$ cat config.mk
export PLATFORM = sky130hd
export DESIGN_NAME = mbc1_ctrl_flat
export DESIGN_NICKNAME = d
export VERILOG_FILES = /design/src/rtl/mbc1_ctrl_pkg.sv /design/src/rtl/mbc1_ctrl_if.sv /design/src/rtl/mbc1_ctrl_wr_strobe_det.sv /design/src/rtl/mbc1_ctrl.sv /design/src/flat_wrapper.sv
export SDC_FILE = /design/constraint.sdc
export NUM_CORES = 1
export LEC_CHECK = 0
export ABC_AREA = 1
export BUFFER_PORTS_ARGS = -buffer_cell sky130_fd_sc_hd__buf_2
export CAP_MARGIN = 5
export CORE_UTILIZATION = 47
export CTS_CLUSTER_SIZE = 8
export DETAILED_ROUTE_END_ITERATION = 16
export GPL_TIMING_DRIVEN = 0
export HOLD_SLACK_MARGIN = 0.06
export MAX_ROUTING_LAYER = met4
export PLACE_DENSITY_LB_ADDON = 0.08
export SETUP_SLACK_MARGIN = 0.3
export SYNTH_ARGS = -nofsm -noshare
export SYNTH_HDL_FRONTEND = slang
export SYNTH_SLANG_ARGS = --single-unit
$ cat constraint.sdc
create_clock -name clk -period 1.68 [get_ports clk]
set_input_delay 0.252 -clock clk [delete_from_list [all_inputs] [get_ports clk]]
set_output_delay 0.252 -clock clk [all_outputs]
set_load 0.1 [all_outputs]
$ cat src/rtl/mbc1_ctrl_pkg.sv
// Shared constants for the MBC1 cartridge mapper.
// Covers write-FSM states, read-source codes, address regions and the RAM-enable key.
package mbc1_ctrl_pkg;

  typedef logic [1:0] wr_state_t;
  localparam wr_state_t ST_IDLE   = 2'd0;
  localparam wr_state_t ST_LOW    = 2'd1;
  localparam wr_state_t ST_COMMIT = 2'd2;

  localparam logic [1:0] RD_ROM  = 2'd0;
  localparam logic [1:0] RD_RAM  = 2'd1;
  localparam logic [1:0] RD_OPEN = 2'd2;

  // 8 KiB regions selected by A[15:13]
  localparam logic [2:0] REGION_RAM_EN  = 3'b000;
  localparam logic [2:0] REGION_BANK_LO = 3'b001;
  localparam logic [2:0] REGION_BANK_HI = 3'b010;
  localparam logic [2:0] REGION_MODE    = 3'b011;
  localparam logic [2:0] REGION_EXT_RAM = 3'b101;

  localparam logic [3:0] RAM_EN_KEY = 4'hA;

  // Bank 0 is not selectable in the switchable window; it aliases to bank 1.
  function automatic logic [4:0] fix_bank_lo(input logic [4:0] d);
    return (d == 5'd0) ? 5'd1 : d;
  endfunction

endpackage

$ cat src/rtl/mbc1_ctrl_if.sv
// Cartridge-side bus between the CPU bus synchronizer (master) and the mapper (slave).
interface mbc1_ctrl_if #(
  parameter int ROM_ADDR_W = 17,
  parameter int RAM_ADDR_W = 15
);
  logic [15:0]           bus_A_s;
  logic [7:0]            bus_D_s;
  logic                  bus_nWR_s;
  logic [ROM_ADDR_W-1:0] rom_addr;
  logic [RAM_ADDR_W-1:0] ram_addr;
  logic                  ram_we;
  logic [7:0]            ram_wd;
  logic [1:0]            rd_sel;
  logic [4:0]            rom_bank;

  modport master (
    output bus_A_s, bus_D_s, bus_nWR_s,
    input  rom_addr, ram_addr, ram_we, ram_wd, rd_sel, rom_bank
  );

  modport slave (
    input  bus_A_s, bus_D_s, bus_nWR_s,
    output rom_addr, ram_addr, ram_we, ram_wd, rd_sel, rom_bank
  );
endinterface

$ cat src/rtl/mbc1_ctrl_wr_strobe_det.sv
// Glitch-filtered write detector: nWR must stay low MIN_WR_LOW clocks inside LOW,
// then its rising edge yields a one-cycle commit with the address/data latched at that edge.
module wr_strobe_det
  import mbc1_ctrl_pkg::*;
#(
  parameter int MIN_WR_LOW = 4
) (
  input  logic        clk,
  input  logic        reset,
  input  logic        enable,
  input  logic        nwr,
  input  logic [15:0] addr_in,
  input  logic [7:0]  data_in,
  output logic        commit,
  output logic [15:0] addr_out,
  output logic [7:0]  data_out
);

  localparam int CNT_W = (MIN_WR_LOW < 1) ? 1 : $clog2(MIN_WR_LOW + 1);
  localparam logic [CNT_W-1:0] CNT_MAX = CNT_W'(MIN_WR_LOW);

  wr_state_t        state_q, state_d;
  logic [CNT_W-1:0] cnt_q, cnt_d;
  logic [15:0]      addr_q, addr_d;
  logic [7:0]       data_q, data_d;

  // NOTE: every variable gets its hold value first so no path leaves it unassigned (no latch).
  always_comb begin
    state_d = state_q;
    cnt_d   = cnt_q;
    addr_d  = addr_q;
    data_d  = data_q;
    case (state_q)
      ST_IDLE: begin
        if (!nwr && enable) begin
          state_d = ST_LOW;
          cnt_d   = '0;
        end
      end
      ST_LOW: begin
        if (!enable) begin
          state_d = ST_IDLE;
        end else if (!nwr) begin
          if (cnt_q < CNT_MAX) cnt_d = cnt_q + CNT_W'(1);
        end else if (cnt_q >= CNT_MAX) begin
          state_d = ST_COMMIT;
          addr_d  = addr_in;
          data_d  = data_in;
        end else begin
          state_d = ST_IDLE;
        end
      end
      ST_COMMIT: state_d = ST_IDLE;
      default:   state_d = ST_IDLE;
    endcase
  end

  // NOTE: sequential state uses non-blocking assignments so all flops update together.
  always_ff @(posedge clk) begin
    if (reset) begin
      state_q <= ST_IDLE;
      cnt_q   <= '0;
      addr_q  <= '0;
      data_q  <= '0;
    end else begin
      state_q <= state_d;
      cnt_q   <= cnt_d;
      addr_q  <= addr_d;
      data_q  <= data_d;
    end
  end

  assign commit   = (state_q == ST_COMMIT);
  assign addr_out = addr_q;
  assign data_out = data_q;

endmodule

$ cat src/rtl/mbc1_ctrl.sv
// MBC1 mapper: bank/mode/RAM-enable registers written through the glitch-filtered
// detector, plus combinational ROM/RAM address translation and read-source select.
module mbc1_ctrl
  import mbc1_ctrl_pkg::*;
#(
  parameter int ROM_ADDR_W = 17,
  parameter int RAM_ADDR_W = 15,
  parameter int MIN_WR_LOW = 4
) (
  input  logic         clk,
  input  logic         reset,
  input  logic         enable,
  mbc1_ctrl_if.slave   bus
);

  logic        commit;
  logic [15:0] wr_addr;
  logic [7:0]  wr_data;
  logic        do_commit;
  logic [2:0]  wr_region;

  logic       ram_en_q, ram_en_d;
  logic [4:0] bank_lo_q, bank_lo_d;
  logic [1:0] bank_hi_q, bank_hi_d;
  logic       mode_q, mode_d;

  wr_strobe_det #(.MIN_WR_LOW(MIN_WR_LOW)) u_wr_det (
    .clk      (clk),
    .reset    (reset),
    .enable   (enable),
    .nwr      (bus.bus_nWR_s),
    .addr_in  (bus.bus_A_s),
    .data_in  (bus.bus_D_s),
    .commit   (commit),
    .addr_out (wr_addr),
    .data_out (wr_data)
  );

  assign do_commit = commit && enable;
  assign wr_region = wr_addr[15:13];

  always_comb begin
    ram_en_d  = ram_en_q;
    bank_lo_d = bank_lo_q;
    bank_hi_d = bank_hi_q;
    mode_d    = mode_q;
    if (do_commit) begin
      case (wr_region)
        REGION_RAM_EN:  ram_en_d  = (wr_data[3:0] == RAM_EN_KEY);
        REGION_BANK_LO: bank_lo_d = fix_bank_lo(wr_data[4:0]);
        REGION_BANK_HI: bank_hi_d = wr_data[1:0];
        REGION_MODE:    mode_d    = wr_data[0];
        default: ;
      endcase
    end
  end

  always_ff @(posedge clk) begin
    if (reset) begin
      ram_en_q  <= 1'b0;
      bank_lo_q <= 5'd1;
      bank_hi_q <= 2'd0;
      mode_q    <= 1'b0;
    end else begin
      ram_en_q  <= ram_en_d;
      bank_lo_q <= bank_lo_d;
      bank_hi_q <= bank_hi_d;
      mode_q    <= mode_d;
    end
  end

  // ROM translation; upper bank bits fall off the top when the image is small.
  logic [6:0]  rom_bank_sel;
  logic [20:0] rom_full;

  always_comb begin
    if (bus.bus_A_s[14])  rom_bank_sel = {bank_hi_q, bank_lo_q};
    else if (mode_q)      rom_bank_sel = {bank_hi_q, 5'b0};
    else                  rom_bank_sel = 7'd0;
  end

  assign rom_full     = {rom_bank_sel, bus.bus_A_s[13:0]};
  assign bus.rom_addr = rom_full[ROM_ADDR_W-1:0];

  // During the write pulse the RAM sees the address latched with the data.
  logic [12:0] ram_a_lo;
  logic [14:0] ram_full;

  assign ram_a_lo     = commit ? wr_addr[12:0] : bus.bus_A_s[12:0];
  assign ram_full     = {(mode_q ? bank_hi_q : 2'b00), ram_a_lo};
  assign bus.ram_addr = ram_full[RAM_ADDR_W-1:0];
  assign bus.ram_we   = do_commit && (wr_region == REGION_EXT_RAM) && ram_en_q;
  assign bus.ram_wd   = wr_data;

  always_comb begin
    if (!bus.bus_A_s[15])
      bus.rd_sel = RD_ROM;
    else if ((bus.bus_A_s[15:13] == REGION_EXT_RAM) && ram_en_q)
      bus.rd_sel = RD_RAM;
    else
      bus.rd_sel = RD_OPEN;
  end

  assign bus.rom_bank = bank_lo_q;

endmodule
$ cat src/flat_wrapper.sv
// flat-port wrapper written by rule: the top's interface ports become plain ports
module mbc1_ctrl_flat import mbc1_ctrl_pkg::*;
#(
  parameter int ROM_ADDR_W = 17,
  parameter int RAM_ADDR_W = 15,
  parameter int MIN_WR_LOW = 4
)
  (clk, reset, enable, bus_bus_A_s, bus_bus_D_s, bus_bus_nWR_s, bus_rom_addr, bus_ram_addr, bus_ram_we, bus_ram_wd, bus_rd_sel, bus_rom_bank);
  mbc1_ctrl_if #(.ROM_ADDR_W(ROM_ADDR_W), .RAM_ADDR_W(RAM_ADDR_W)) bus_i ();
  input  logic clk;
  input  logic reset;
  input  logic enable;
  input wire logic [$bits(bus_i.bus_A_s)-1:0] bus_bus_A_s;
  input wire logic [$bits(bus_i.bus_D_s)-1:0] bus_bus_D_s;
  input wire logic [$bits(bus_i.bus_nWR_s)-1:0] bus_bus_nWR_s;
  output wire logic [$bits(bus_i.rom_addr)-1:0] bus_rom_addr;
  output wire logic [$bits(bus_i.ram_addr)-1:0] bus_ram_addr;
  output wire logic [$bits(bus_i.ram_we)-1:0] bus_ram_we;
  output wire logic [$bits(bus_i.ram_wd)-1:0] bus_ram_wd;
  output wire logic [$bits(bus_i.rd_sel)-1:0] bus_rd_sel;
  output wire logic [$bits(bus_i.rom_bank)-1:0] bus_rom_bank;
  assign bus_i.bus_A_s = bus_bus_A_s;
  assign bus_i.bus_D_s = bus_bus_D_s;
  assign bus_i.bus_nWR_s = bus_bus_nWR_s;
  assign bus_rom_addr = bus_i.rom_addr;
  assign bus_ram_addr = bus_i.ram_addr;
  assign bus_ram_we = bus_i.ram_we;
  assign bus_ram_wd = bus_i.ram_wd;
  assign bus_rd_sel = bus_i.rd_sel;
  assign bus_rom_bank = bus_i.rom_bank;
  mbc1_ctrl #(.ROM_ADDR_W(ROM_ADDR_W), .RAM_ADDR_W(RAM_ADDR_W), .MIN_WR_LOW(MIN_WR_LOW)) u_core (.clk(clk), .reset(reset), .enable(enable), .bus(bus_i));
endmodule
======== Word level (Yosys, flattened, before mapping) ========
Index checks and enable logic that the tools add are counted.
cells by class
  equal/unequal tests ..................... 13
  magnitude comparators ................... 2
  mux-type cells .......................... 16
  add/subtract/negate cells ............... 1
  reduce and logical (&&, ||, !) cells .... 17
operators with widths
  cell                                                              count
  3-bit two-way mux                                                 5
  2-bit two-way mux                                                 7
  13-bit two-way mux                                                1
  2-bit AND reduction                                               5
  2-bit inequality test (second input constant)                     4
  3-bit by 2-bit == test with 1-bit output (second input constant)  2
  3-bit == test (second input constant)                             2
  3-bit one-hot mux with 2 select lines                             1
  1-bit logical AND                                                 5
  5-bit logical NOT                                                 1
  5-bit two-way mux                                                 1
  5-bit AND reduction                                               1
  4-bit == test (second input constant)                             1
  2-bit one-hot mux with 2 select lines                             1
  4-bit AND reduction                                               1
  3-bit by 1-bit adder with 3-bit output (second input constant)    1
  3-bit by 1-bit == test with 1-bit output (second input constant)  1
  3-bit greater-or-equal comparator (second input constant)         1
  3-bit logical NOT                                                 1
  3-bit < comparator (second input constant)                        1
  3-bit inequality test (second input constant)                     1
  2-bit by 1-bit == test with 1-bit output (second input constant)  1
  2-bit == test (second input constant)                             1
  2-bit logical NOT                                                 1
  other kinds (2)                                                   2
storage, ports and cells
  input bits .............................. 28
  output and inout port bits .............. 48
  register bits after elaboration ......... 38

======== Longest topological paths before layout ========
  word-level depth ........................ 5
  depth in mapped cells ................... 7

======== Hierarchy ========
Synthesis repeated with hierarchy kept, for this count alone.
unflattened totals
  cells, all modules ...................... 298
  area, all modules ....................... 2037.0 µm²
by module, submodules not included
  module         cells each  area each (µm²)  times used  seq. area each (µm²)
  wr_strobe_det  183         1218.7           1           580.6
  mbc1_ctrl      115         818.3            1           180.2

======== Worst setup path after synthesis ========
Ideal clock, no wire load.
  path type ............................... register to output
  from .................................... register u_core.ram_en_q
  to ...................................... output bus_rd_sel[1]
  data required time ...................... 1.428 ns
  cell stages (with the launch flop) ...... 4
  setup slack ............................. -1.187 ns
  arrival ................................. 2.615 ns
  cell sequence ........................... dfxtp_1 nand2_1 nor2_1 nor2_1
between the ends
  cells in the longest elaborated chain, start to end .. 3
RTL lines
  what                    line                source
  start, declared         mbc1_ctrl.sv:22     logic ram_en_q, ram_en_d;
  start signal, assigned  mbc1_ctrl.sv:65     ram_en_q <= ram_en_d;
  1-bit logical AND       mbc1_ctrl.sv:98     else if ((bus.bus_A_s[15:13] == REGION_EXT_RAM) && ram_en_q)
  2-bit two-way mux       mbc1_ctrl.sv:98
  2-bit two-way mux       mbc1_ctrl.sv:96     if (!bus.bus_A_s[15])
  end, declared           flat_wrapper.sv:20  output wire logic [$bits(bus_i.rd_sel)-1:0] bus_rd_sel;
No other way between the ends.

======== Final worst setup path ========
  from .................................... register u_core.u_wr_det.state_q[0]
  to ...................................... output bus_ram_addr[8]
between the ends
  cells in the longest elaborated chain, start to end .. 2
RTL lines
  what                    line                           source
  start, declared         mbc1_ctrl_wr_strobe_det.sv:22  wr_state_t state_q, state_d;
  start signal, assigned  mbc1_ctrl_wr_strobe_det.sv:66  state_q <= state_d;
  2-bit == test           mbc1_ctrl_wr_strobe_det.sv:73  assign commit = (state_q == ST_COMMIT);
  13-bit two-way mux      mbc1_ctrl.sv:89                assign ram_a_lo = commit ? wr_addr[12:0] : bus.bus_A_s[12:0];
  end, declared           flat_wrapper.sv:17             output wire logic [$bits(bus_i.ram_addr)-1:0] bus_ram_addr;
No other way between the ends.

==> flow_metrics.env <==
export IMPL_drive_gt1_frac=0.442
export IMPL_cts_hold_buf=0
export IMPL_min_path_type="in2reg"
export IMPL_synth_compound_area_frac=0.0776
export IMPL_status="complete, no violations"
export IMPL_fin_util=0.765
export IMPL_wirelength_um=4470
export IMPL_grt_usage=0.236
export IMPL_num_fill_cells=285
export IMPL_grt_start_max_net_pins=11
export IMPL_synth_ff_type="dfxtp_1"
export IMPL_syn_nets=277
export IMPL_drv_cap=0
export IMPL_yosys_top_cells_area="dfxtp_1, nor2_1, mux2_2"
export IMPL_synthXorXnorAreaFrac=0
export IMPL_io_buffers=75
export IMPL_dieArea_um2=4090
export IMPL_tritoncts="yes"
export IMPL_cts_sinks=38
export IMPL_rrSetupSlack_ns=0.29
export IMPL_synth_top_area_frac=0.421
export IMPL_setup_slack_ns=0.0287
export IMPL_grt_use_met2=0.400
export IMPL_cts_max_path_buffers=2
export IMPL_synth_fa_ha_area_frac=0.00693
export IMPL_drc=0
export IMPL_synthMuxAreaShare=0.0811
export IMPL_met1_usage=0.280
export IMPL_yosysMostFrequentCell="nor2_1"
export IMPL_fin_worst_skew_ns=0.00315
export IMPL_cp_data_required_time_ns=1.43
export IMPL_critPathMaxFanout=5
export IMPL_fin_area_um2=2800
export IMPL_antenna_cells=0
export IMPL_area_growth_pct=55.0
export IMPL_grt_first_pass_wirelength_um=7310
export IMPL_yosys_top_cells_count="nor2_1, dfxtp_1, nand2_1"
export IMPL_path_class="reg2out"
export IMPL_io_pins=76
export IMPL_leakage_uw=0.00136
export IMPL_pre_cts_ws_ns=0.0417
export IMPL_ys_seq_area_frac=0.421
export IMPL_final_nets=368
export IMPL_syn_avg_cell_area_um2=7.28
export IMPL_avgRoutedWirePerCell_um=11.5
export IMPL_ir_drop_mv=0.568
export IMPL_max_freq_mhz=606
export IMPL_gp_congestion=0.835
export IMPL_rsz0062_at_grt="yes"
export IMPL_power_total_uw=1980
export IMPL_end_kind="output port"
export IMPL_row_count=22
export IMPL_start_util=0.493
export IMPL_grt_pass1_vias=1699
export IMPL_overflow=0
export IMPL_use_met3=0.0375
export IMPL_cp_arrival_ns=1.40
export IMPL_netlist_area_um2=1810
export IMPL_viasPerCell=4.84
export IMPL_cts_max_level=2
export IMPL_synth_edff_count=0
export IMPL_synth_seq_cells=38
export IMPL_antenna_left=0
export IMPL_async_reset_ff_frac=0
export IMPL_dp_hpwl_um=2800
export IMPL_post_route_period_util=0.983
export IMPL_clk_pin_slew_ns=0.07
export IMPL_root_buffer="clkbuf_8"
export IMPL_top_usage_layer="met2"
export IMPL_core_um2=3660
export IMPL_maxSlewViolCount=0
export IMPL_drt_first_pass_iters=4
export IMPL_slew_limit_headroom=0.669
export IMPL_hold_viol=0
export IMPL_placed_cell_area_um2=2350
export IMPL_yosysTopAreaCell="dfxtp_1"
export IMPL_startpoint_type="flop"
export IMPL_clk_latency_ns=0.28
export IMPL_power_density_nw_per_um2=708
export IMPL_period_needed_ns=1.65
export IMPL_synthSimpleGateAreaFrac=0.285
export IMPL_cts_buffers=5
export IMPL_ys_warnings_count=0
export IMPL_final_setup_viol_count=0
export IMPL_synth_cells=248
export IMPL_die_x_um=64.0
export IMPL_drt_iter0_markers=52
export IMPL_dr_total_vias=1872
export IMPL_synth_cell_type_count=21
export IMPL_die_h_um=64.0
export IMPL_antenna_found_initial=0
export IMPL_worst_slew_pin_slew_ns=0.500
export IMPL_synth_top_family_by_area="simple AND/OR/NAND/NOR gates"
-- path summary, 6_finish.rpt --
kind / start / endpoint / depth (start not counted)
hold / removal: bus_bus_nWR_s / u_core.u_wr_det.state_q[0]$_SDFFE_PP0P_ / 2
setup / recovery: u_core.u_wr_det.state_q[0]$_SDFFE_PP0P_ / bus_ram_addr[8] / 5
hold reg to reg: u_core.u_wr_det.cnt_q[2]$_SDFFE_PP0P_ / u_core.u_wr_det.cnt_q[2]$_SDFFE_PP0P_ / 2
setup reg to reg: u_core.u_wr_det.state_q[1]$_SDFFE_PP0P_ / u_core.u_wr_det.addr_out[12]$_SDFFE_PP0P_ / 8
-- layout make-up --
| cell class | count | area, um^2 | area share |
|---|---|---|---|
| inverters | 22 | 98.8 | 0.0353 |
| plain buffers | 22 | 156 | 0.0559 |
| flip-flops and latches | 38 | 792 | 0.283 |
| repair buffers | 84 | 694 | 0.248 |
| clock buffers | 7 | 76.3 | 0.0273 |
| multi-input cells | 166 | 921 | 0.329 |
| well taps | 48 | 60.1 | 0.0215 |
-- flip-flops by register name, indices dropped and copies added (netlist names) --
name / count
u_core.bank_hi_q: 2
u_core.bus.rom_bank: 5
u_core.mode_q: 1
u_core.ram_en_q: 1
u_core.u_wr_det.addr_out: 16
u_core.u_wr_det.cnt_q: 3
u_core.u_wr_det.data_out: 8
u_core.u_wr_det.state_q: 2
-- what timing repair did --
item | 4_1_cts | 5_1_grt
gates resized for setup | 75 | 12
pin swaps | 1 | 2
gates cloned | 1 | 0
endpoints found under the setup margin | 21 | 21
setup buffers | 5 | 3
-- logic make-up (layout without fill, tap and decap cells) --
family          after synthesis  after routing
flops                        38             38
mux                          13             13
compound gates               28             28
fa+ha+maj                     1              1
buf+inv                      44            135
simple gates                124            124
-- per-stage QoR --
| step | hold WS, ns | TNS (ns) | cells |
|---|---|---|---|
| 5_1_grt | 0.168 | -0.00649 | 387 |
| 3_3_place_gp | 0.451 | 0 | 371 |
| 4_1_cts | 0.144 | 0 | 384 |
| 3_5_place_dp | 0.445 | 0 | 371 |
| 6_report | 0.155 | 0 | 387 |
| 2_1_floorplan | 0.316 | 0 | 248 |
-- power breakdown --
group	total, uW	internal [uW]	switching (uW)
combinational	510	156	354
clock	578	286	293
sequential	894	893	1.65
-- worst max-delay path: stages, from the launching register on --
cell and delay (ns):
dfxtp_4 0.36, inv_6 0.07, nand2_8 0.06, buf_8 0.14, mux2_4 0.32, buf_12 0.17
-- cell usage in the layout, fill, tap and decap left out, types with 4 or more instances in the layout --
cell,n
mux2_4,12
dfxtp_1,25
o21ai_0,17
buf_2,56
clkbuf_8,5
o21ai_1,9
dfxtp_4,6
clkbuf_1,5
nand2_1,28
inv_1,16
nor2_4,4
dfxtp_2,7
buf_4,28
nor2_1,72
buf_12,15
nand3_1,9
-- metal layers --
layer / routed length [um] / part of all wire / vias to the layer above
li1: - / - / 952
met1: 1900 / 0.43 / 865
met2: 2300 / 0.52 / 51
met3: 232 / 0.052 / 4
met4: 29 / 0.0065 / 0
met5: 0 / 0 / -
Power figures use the tool's default switching activity.
